===== src/rtl/fec_cc_encoder_if.sv =====
// Serial handshake bundle for fec_cc_encoder: uncoded bits in, coded bits plus their block index out.
interface fec_cc_encoder_if #(
    parameter int IDX_W = 8
);
    logic             data_in;
    logic             valid_in;
    logic             ready_out;
    logic             data_out;
    logic [IDX_W-1:0] data_out_index;
    logic             valid_out;
    logic             ready_in;

    // master is the encoder itself; slave is the surrounding randomizer/interleaver side
    modport master (
        input  data_in, valid_in, ready_in,
        output ready_out, data_out, data_out_index, valid_out
    );

    modport slave (
        output data_in, valid_in, ready_in,
        input  ready_out, data_out, data_out_index, valid_out
    );
endinterface


===== src/rtl/fec_cc_encoder.sv =====
// Rate-1/2 K=7 tail-biting convolutional encoder (G1=171o, G2=133o), serial in, serial X,Y out.
// Optional macro FEC_PINGPONG_EN adds a second block buffer so loading overlaps encoding.
module fec_cc_encoder #(
    parameter int BLOCK_BITS = 96,
    parameter int IDX_W      = 8
) (
    input  logic             clk,
    input  logic             resetN,
    fec_cc_encoder_if.master bus
);
    localparam int NCBPS = 2 * BLOCK_BITS;
    localparam int IN_W  = $clog2(BLOCK_BITS);
    localparam int PTR_W = IN_W + 1;

    typedef enum logic [1:0] {LOAD, PRIME, ENCODE} state_t;
    state_t state, state_next;

    logic [IN_W-1:0]       in_cnt;
    logic [PTR_W-1:0]      out_ptr;
    logic [6:1]            sr;
    logic [6:1]            sr_cur;
    logic [BLOCK_BITS-1:0] rd_blk;
    logic [IN_W-1:0]       bit_idx;
    logic                  ready_q, valid_q, data_q;
    logic [IDX_W-1:0]      index_q;
    logic                  accept, last_in, load_out, finish, block_pending;
    logic                  cur_bit, coded, ready_next;

`ifdef FEC_PINGPONG_EN
    logic [BLOCK_BITS-1:0] blk [2];
    logic [1:0]            full, full_next;
    logic                  wr_sel, rd_sel;
    assign rd_blk = blk[rd_sel];
`else
    logic [BLOCK_BITS-1:0] blk;
    assign rd_blk = blk;
`endif

    assign bus.ready_out      = ready_q;
    assign bus.valid_out      = valid_q;
    assign bus.data_out       = data_q;
    assign bus.data_out_index = index_q;

    always_ff @(posedge clk) begin
        if (!resetN)
            state <= LOAD;
        else
            state <= state_next;
    end

    always_comb begin
        state_next = state;
        accept     = bus.valid_in && ready_q;
        last_in    = accept && (in_cnt == IN_W'(BLOCK_BITS - 1));
        bit_idx    = out_ptr[IN_W:1];
        cur_bit    = rd_blk[bit_idx];
        sr_cur     = sr;
        // Priming seeds the register with the block tail so the trellis ends where it starts
        if (state == PRIME) begin
            for (int k = 1; k <= 6; k++)
                sr_cur[k] = rd_blk[BLOCK_BITS-k];
        end
        coded    = out_ptr[0] ? (cur_bit ^ sr_cur[2] ^ sr_cur[3] ^ sr_cur[5] ^ sr_cur[6])
                              : (cur_bit ^ sr_cur[1] ^ sr_cur[2] ^ sr_cur[3] ^ sr_cur[6]);
        load_out = (state == PRIME) ||
                   ((state == ENCODE) && (!valid_q || bus.ready_in) && (out_ptr != PTR_W'(NCBPS)));
        finish   = (state == ENCODE) && valid_q && bus.ready_in && (out_ptr == PTR_W'(NCBPS));
`ifdef FEC_PINGPONG_EN
        full_next = full;
        if (last_in)
            full_next[wr_sel] = 1'b1;
        if (finish)
            full_next[rd_sel] = 1'b0;
        block_pending = full_next[rd_sel ^ finish];
`else
        block_pending = last_in;
`endif
        case (state)
            LOAD:    if (block_pending) state_next = PRIME;
            PRIME:   state_next = ENCODE;
            ENCODE:  if (finish) state_next = block_pending ? PRIME : LOAD;
            default: state_next = LOAD;
        endcase
`ifdef FEC_PINGPONG_EN
        ready_next = !full_next[wr_sel ^ last_in];
`else
        ready_next = (state_next == LOAD);
`endif
    end

    always_ff @(posedge clk) begin
        if (!resetN) begin
            in_cnt  <= '0;
            out_ptr <= '0;
            sr      <= '0;
            ready_q <= 1'b0;
            valid_q <= 1'b0;
            data_q  <= 1'b0;
            index_q <= '0;
        end else begin
            ready_q <= ready_next;
            if (accept)
                in_cnt <= last_in ? '0 : in_cnt + IN_W'(1);
            // out_ptr is the next coded bit to present; the register shifts after each Y bit
            if (load_out) begin
                data_q  <= coded;
                index_q <= IDX_W'(out_ptr);
                valid_q <= 1'b1;
                out_ptr <= out_ptr + PTR_W'(1);
                sr      <= out_ptr[0] ? {sr_cur[5:1], cur_bit} : sr_cur;
            end else if (finish) begin
                valid_q <= 1'b0;
                out_ptr <= '0;
            end
        end
    end

`ifdef FEC_PINGPONG_EN
    always_ff @(posedge clk) begin
        if (!resetN) begin
            full   <= '0;
            wr_sel <= 1'b0;
            rd_sel <= 1'b0;
        end else begin
            full   <= full_next;
            wr_sel <= wr_sel ^ last_in;
            rd_sel <= rd_sel ^ finish;
        end
    end

    always_ff @(posedge clk) begin
        if (accept)
            blk[wr_sel][in_cnt] <= bus.data_in;
    end
`else
    always_ff @(posedge clk) begin
        if (accept)
            blk[in_cnt] <= bus.data_in;
    end
`endif
endmodule


===== src/flat_wrapper.sv =====
// flat-port wrapper written by rule: the top's interface ports become plain ports
module fec_cc_encoder_flat 
#(
    parameter int BLOCK_BITS = 96,
    parameter int IDX_W      = 8
)
  (clk, resetN, bus_data_in, bus_valid_in, bus_ready_in, bus_ready_out, bus_data_out, bus_data_out_index, bus_valid_out);
  fec_cc_encoder_if #(.IDX_W(IDX_W)) bus_i ();
  input  logic clk;
  input  logic resetN;
  input wire logic [$bits(bus_i.data_in)-1:0] bus_data_in;
  input wire logic [$bits(bus_i.valid_in)-1:0] bus_valid_in;
  input wire logic [$bits(bus_i.ready_in)-1:0] bus_ready_in;
  output wire logic [$bits(bus_i.ready_out)-1:0] bus_ready_out;
  output wire logic [$bits(bus_i.data_out)-1:0] bus_data_out;
  output wire logic [$bits(bus_i.data_out_index)-1:0] bus_data_out_index;
  output wire logic [$bits(bus_i.valid_out)-1:0] bus_valid_out;
  assign bus_i.data_in = bus_data_in;
  assign bus_i.valid_in = bus_valid_in;
  assign bus_i.ready_in = bus_ready_in;
  assign bus_ready_out = bus_i.ready_out;
  assign bus_data_out = bus_i.data_out;
  assign bus_data_out_index = bus_i.data_out_index;
  assign bus_valid_out = bus_i.valid_out;
  fec_cc_encoder #(.BLOCK_BITS(BLOCK_BITS), .IDX_W(IDX_W)) u_core (.clk(clk), .resetN(resetN), .bus(bus_i));
endmodule

===== config.mk =====
export PLATFORM = sky130hd
export DESIGN_NAME = fec_cc_encoder_flat
export DESIGN_NICKNAME = d
export VERILOG_FILES = /design/src/rtl/fec_cc_encoder_if.sv /design/src/rtl/fec_cc_encoder.sv /design/src/flat_wrapper.sv
export SDC_FILE = /design/constraint.sdc
export NUM_CORES = 1
export LEC_CHECK = 0
export BUFFER_PORTS_ARGS = -buffer_cell sky130_fd_sc_hd__buf_2
export CAP_MARGIN = 20
export CELL_PAD_IN_SITES_DETAIL_PLACEMENT = 2
export CELL_PAD_IN_SITES_GLOBAL_PLACEMENT = 2
export CORE_ASPECT_RATIO = 1.4
export CORE_MARGIN = 4
export CORE_UTILIZATION = 46
export CTS_BUF_LIST = sky130_fd_sc_hd__clkbuf_8 sky130_fd_sc_hd__clkbuf_16
export CTS_CLUSTER_SIZE = 10
export DETAILED_ROUTE_END_ITERATION = 10
export HOLD_SLACK_MARGIN = 0.15
export PLACE_DENSITY_LB_ADDON = 0.1
export SLEW_MARGIN = 15
export SYNTH_ARGS = -nofsm -noshare
export SYNTH_HDL_FRONTEND = slang
export SYNTH_SLANG_ARGS = --single-unit

===== constraint.sdc =====
create_clock -name clk -period 4.21 [get_ports clk]
set_input_delay 0.2105 -clock clk [delete_from_list [all_inputs] [get_ports clk]]
set_output_delay 0.2105 -clock clk [all_outputs]
set_load 0.01 [all_outputs]

; ---- Yosys cells after proc, flatten, opt, wreduce, memory -nomap -nowiden
; Index checks and enable logic that the tools add are counted.
[classes]
n_lt_le_gt_ge = 3
shift = 0
div = 0
bitwise = 8
n_reduce_logical = 14
mux = 17
eq_ne = 5
addsub = 2
mul = 0
[ops]
columns = operator, n
row1 = 96-bit bitwise mux, 1
row2 = "7-bit by 8-bit < comparator with 1-bit output, second input constant", 2
row3 = 8-bit 2-to-1 mux, 2
row4 = 6-bit 2-to-1 mux, 2
row5 = "8-bit by 1-bit adder with 8-bit output, second input constant", 1
row6 = "8-bit == test, second input constant", 1
row7 = 1-bit logical AND, 8
row8 = "8-bit inequality test, second input constant", 1
row9 = 1-bit bitwise XOR, 8
row10 = "7-bit by 1-bit adder with 7-bit output, second input constant", 1
row11 = 1-bit binary-select mux with 7-bit select, 1
row12 = 1-bit demux with 7-bit select, 1
row13 = "7-bit == test, second input constant", 1
row14 = "7-bit by 1-bit greater-or-equal comparator with 1-bit output, second input constant", 1
row15 = 7-bit 2-to-1 mux, 1
row16 = 1-bit 2-to-1 mux, 6
row17 = 2-bit one-hot mux with 3 select lines, 1
row18 = 2-bit logical NOT, 2
row19 = 2-bit 2-to-1 mux, 2
row20 = "2-bit by 1-bit == test with 1-bit output, second input constant", 1
row21 = "2-bit == test, second input constant", 1
row22 = 1-bit logical OR, 2
row23 = 2-bit nonzero test, 1
row24 = 1-bit logical NOT, 1
[totals]
mem_bits_rw = 0
wordCells = 58
mem_bits_ro = 0
ff_bits = 130
n_memories = 0
inputBits = 5
latchBits = 0

; ---- Logic depth before layout (Yosys ltp)
[depth]
ltp_word = 7
ltp_mapped = 11
ltp_nobuf = 8

; ---- Worst setup path before layout
; Ideal clock, no wire load.
[synth_path]
kind = register to register
startpoint = reg u_core.out_ptr[1]
endpoint = reg u_core.out_ptr[5]
n_path_buf = 3
path_stages_with_launch = 12
arrival_ns = 2.281
path_slack_ns = 1.796
path_cell_list = dfxtp_1 buf_6 buf_2 inv_1 ha_1 nand4b_1 or4_1 a31oi_1 clkbuf_1 nor2_1 o21ai_0 a21oi_1
[synth_via]
elab_chain_cells = 4
elab_cells_between_ends = 8
[synth_rtl]
columns = item, line_no
row1 = start: declaration, fec_cc_encoder.sv:19  ; logic [PTR_W-1:0] out_ptr;
row2 = start signal: assignment, fec_cc_encoder.sv:109  ; out_ptr <= out_ptr + PTR_W'(1);
row3 = "parallel branches: the longest is 4 deep, another holds 8-bit by 1-bit adder with 8-bit output", -
; Parallel ways; which one is timed is not known.
; A chain may end at the register's enable or synchronous reset.

; ---- Worst setup path in the final report
[layout_path]
startpoint = reg u_core.out_ptr[0]
endpoint = reg u_core.data_q (netlist: u_core.bus.data_out)
[layout_via]
elab_chain_cells = 3
elab_cells_between_ends = 4
[layout_rtl]
columns = item, line_no
row1 = 8-bit inequality test, fec_cc_encoder.sv:66  ; ((state == ENCODE) && (!valid_q || bus.ready_in) && (out_ptr != PTR_W'(NCBPS)));
row2 = 1-bit logical AND, fec_cc_encoder.sv:66
row3 = 1-bit logical OR, fec_cc_encoder.sv:65  ; load_out = (state == PRIME) ||
row4 = end signal: assignment, fec_cc_encoder.sv:106  ; data_q <= coded;
row5 = end: declaration, fec_cc_encoder.sv:24  ; logic ready_q, valid_q, data_q;
; Parallel ways exist; a longest one is shown, timed or not.

==> results summary <==
The detailed router used layers up to and including met4. The routed layout has 4269 vias. In the synthesized netlist, the cells that appear most often are 122 x sky130_fd_sc_hd__nor2_1, 96 x sky130_fd_sc_hd__edfxtp_1, 41 x sky130_fd_sc_hd__nand2_1. The area fraction of the dominant cell type after synthesis came out at 48.6%. The total negative slack is 0 ns. The number of antenna diodes in the final layout is 0. The share of synthesized registers carrying an async set or reset is 0%. The dominant synthesized flop cell is sky130_fd_sc_hd__edfxtp_1. Of the cells placed in the final design, the portion with a size suffix greater than 1 is 15.1%. Buffers added to address setup during post-CTS repair amount to 0. After detailed routing, the wire length on met1 is 7580 um. The min-delay analysis places its worst path in the category in -> reg. For the worst setup path, the data required time is 4.50 ns.

Between clock sinks in the finished design, the worst skew comes to 0.00934 ns. Synthesis instantiated 51 different standard cells from the library. The final period demand of the worst path is 2.95 ns. The die extent in x is 104 um. The flow ran to the end, and the final reports show no timing, DRC or antenna violations. The largest fanout on the critical path came out at 16. The clock reaches the later pin of the worst-skew pair after 0.42 ns.

The worst pin sits at a relative slew slack of 38.2%. The post-route standard cell area excluding fillers is 6720 um^2. Sorting the synthesized cells by area gives the leading types as sky130_fd_sc_hd__edfxtp_1 49%, sky130_fd_sc_hd__dfxtp_1 11%, sky130_fd_sc_hd__nor2_1 7.7%, sky130_fd_sc_hd__mux4_2 5.3%, sky130_fd_sc_hd__mux2i_1 3.7%. The share of the clock period used by the worst path is 70.1%. In this run the static leakage power is 0.00210 uW. The number of buffers inserted for hold repair after clock tree synthesis is 0. The most numerous cell in the Yosys netlist is sky130_fd_sc_hd__nor2_1. The cell depth of the worst hold path is 2. STA classifies the critical path startpoint as a flop.

The number of slew-limit violations in the final report came to 0. The path with the worst hold slack has its endpoint at u_core.state[1]. The net count of the mapped netlist is 523. Summing all placed instances gives a cell area of 6110 um^2. The first-pass GRT wire length is 28900 um. The initial antenna violation count came out at 0. Averaged over all synthesized cells, the footprint is 11.5 um^2.

The wire length on met3 came out at 645 um. Across the run, the number of max-cap violations was 0. The detail route stage leaves a number of antenna-violating nets equal to 0. Timing would allow up to 0.339 GHz. For this configuration, the core starts out at a cell density of 47.5%. The worst setup path is captured at a flop. The tree is rooted in a sky130_fd_sc_hd__clkbuf_16. The number of ports placed on the die boundary came out at 16.

The worst hold path begins at resetN. The sequential fraction of the synthesis area is 60.1%. The placer's final routability congestion estimate is 0.768.

Counting flops with a built-in enable in the synthesized netlist gives 96. The worst register-to-register path ends at u_core.bus.data_out. The number of global-route vias before repair came out at 4745. Across every metal layer, demand over resource in global routing totals 26.3%. The remaining routing DRC violations is 0. The areal power density over the cells came out at 434 nW/um^2.

Measured along the y axis, the die boundary spans 142 um. The instance count of the mapped netlist came out at 515. The slack of the worst reg-to-reg path came out at 1.26 ns.

For this run the aggregate overflow at the end of global routing stands at 0. The final number of hold-violating endpoints was 0. Setup repair after global routing left no endpoint under its margin.

In the final design database the tool counted 533 nets. For the pin with the worst max-slew slack, the measured transition is 0.926 ns. Wires add up to 18900 um. The largest net degree at the start of global routing is 54. The maximum root-to-sink buffer count is 2. The number of detailed-route iterations in the first pass came out at 5. The die covers 14800 um^2. The category of the critical setup timing path is reg -> reg. The startpoint identified for the worst register-to-register timing path is u_core.out_ptr[0]. The detailed-route wire length per cell is 27.5 um. The endpoint arrival time on the critical path is 3.24 ns. The row count came out at 48.

The core outline area is 12500 um^2. CTS saw 130 sinks. The total CTS buffers came out at 17. The HPWL reported at the end of detailed placement came out at 11300 um. The worst-case IR drop observed on VDD is 326 uV. The CTS clock-pin slew for the worst setup and hold paths is 0.06 ns. Compared with the post-synthesis result, the final layout area differs by 13.3%.

In this run the worst setup path begins at u_core.out_ptr[0]. The routed wire length on met2 is 10100 um. The maximum level of the CTS H-tree came out at 4.

Post-CTS repair changed the size of 0 cells. The number of cells on the worst reg-to-reg path is 10. The number of flip-flops and latches in the synthesized netlist came out at 130.

The number of warnings printed during yosys synthesis is 0. In this run the cell area of the synthesized design comes to 5930 um^2. For this block, the initial DRC count from the detailed router was 325. The number of failing setup endpoints in the final timing report is 0. The post-layout worst setup margin is 1.26 ns. The placement-stage worst setup slack is 1.22 ns. The synthesized design spends more area on one cell type than any other, namely sky130_fd_sc_hd__edfxtp_1.

TritonCTS built the clock tree. Dividing the detail-routed via count by the number of cells gives 6.21. The number of I/O port buffers came out at 15.
-- cell families after synthesis --
family          synth area share (%)
buf+inv                         2.66
mux                             10.8
simple gates                    17.2
flops                           60.1
fa+ha+maj                      0.633
xor+xnor                        1.56
compound gates                  7.01
-- layer usage --
metal / GRT usage [%] / up-vias
li1: - / 1877
met1: 30.1 / 2229
met2: 49.5 / 118
met3: 4.13 / 45
met4: 9.45 / 0
met5: 0 / -
-- metrics by stage --
step | utilization [%] | instances | hold slack [ns] | total power [uW]
6_report | 53.8 | 687 | 0.190 | 2920
5_1_grt | 53.8 | 687 | 0.178 | 3000
4_1_cts | 53.7 | 686 | 0.179 | 2930
3_5_place_dp | 48.9 | 655 | 0.445 | 1450
3_3_place_gp | 48.9 | 655 | 0.440 | 1440
2_1_floorplan | - | 515 | 0.309 | 1420
-- cells in the final DEF (no fill, tap or decap), types with 2 or more instances in the layout --
master	Yosys	layout
sky130_fd_sc_hd__edfxtp_1	96	96
sky130_fd_sc_hd__clkinv_1	0	2
sky130_fd_sc_hd__nand4_1	5	5
sky130_fd_sc_hd__clkinv_4	0	3
sky130_fd_sc_hd__nand2b_1	3	3
sky130_fd_sc_hd__nor2b_1	9	9
sky130_fd_sc_hd__mux2i_1	22	22
sky130_fd_sc_hd__o22ai_1	4	4
sky130_fd_sc_hd__ha_1	3	3
sky130_fd_sc_hd__clkbuf_16	0	17
sky130_fd_sc_hd__a311oi_1	2	2
sky130_fd_sc_hd__and3_1	3	3
sky130_fd_sc_hd__or2_2	8	8
sky130_fd_sc_hd__a21oi_1	28	28
sky130_fd_sc_hd__a221oi_1	4	4
sky130_fd_sc_hd__xor2_1	6	6
sky130_fd_sc_hd__mux4_1	3	3
sky130_fd_sc_hd__xnor2_1	2	2
sky130_fd_sc_hd__nor2_1	122	122
sky130_fd_sc_hd__nand3_1	17	17
sky130_fd_sc_hd__dfxtp_1	34	33
sky130_fd_sc_hd__clkinvlp_4	0	2
sky130_fd_sc_hd__bufinv_16	0	3
sky130_fd_sc_hd__o21ai_0	13	13
sky130_fd_sc_hd__o2111ai_1	2	2
sky130_fd_sc_hd__nand2_1	41	41
sky130_fd_sc_hd__or3b_2	2	2
sky130_fd_sc_hd__and2_1	3	3
sky130_fd_sc_hd__inv_1	7	8
sky130_fd_sc_hd__buf_4	0	6
sky130_fd_sc_hd__nor3_1	4	4
sky130_fd_sc_hd__mux4_2	14	14
sky130_fd_sc_hd__a211oi_1	4	4
sky130_fd_sc_hd__nand3b_1	4	4
sky130_fd_sc_hd__buf_2	6	15
sky130_fd_sc_hd__inv_6	0	2
-- how the worst max path moves through the flow --
stage	end	slack [ns]	depth (start not counted)
after floorplan	u_core.out_ptr[5]	1.80	11
after global placement	u_core.bus.data_out	1.46	6
after detailed placement	u_core.sr[1]	1.22	6
after CTS	u_core.sr[1]	0.96	6
after global routing	u_core.bus.data_out	1.08	10
final	u_core.bus.data_out	1.26	10
-- layout make-up --
cell class                      count  area [um^2]
Inverter                            7         26.3
Tap cell                          150          188
Fill cell                        1219         5770
Clock inverter                     14          165
Sequential cell                   130         3560
Timing Repair Buffer               22          135
Multi-Input combinational cell    347         2210
Clock buffer                       17          425
-- where the power goes --
| group | switching (uW) | internal, uW | total [uW] |
|---|---|---|---|
| registers | 3.40 | 1380 | 1380 |
| clock network | 571 | 926 | 1500 |
| logic | 34.6 | 7.88 | 42.5 |
-- critical path, cell delays in order (launching register included) --
cell and delay (ns):
sky130_fd_sc_hd__dfxtp_1 0.30, sky130_fd_sc_hd__buf_4 0.19, sky130_fd_sc_hd__inv_1 0.17, sky130_fd_sc_hd__ha_1 0.20, sky130_fd_sc_hd__nand4b_1 0.12, sky130_fd_sc_hd__or4_1 0.48
sky130_fd_sc_hd__a31oi_2 0.64, sky130_fd_sc_hd__buf_4 0.30, sky130_fd_sc_hd__nor3_1 0.09, sky130_fd_sc_hd__a21bo_2 0.24, sky130_fd_sc_hd__nand4_1 0.09
-- flip-flops by register name, indices dropped and copies added (netlist names) --
register	count
u_core.sr	6
u_core.bus.ready_out	1
u_core.bus.valid_out	1
u_core.state	2
u_core.in_cnt	7
u_core.blk	96
u_core.bus.data_out_index	8
u_core.bus.data_out	1
u_core.out_ptr	8
(Power assumes the default switching activity.)
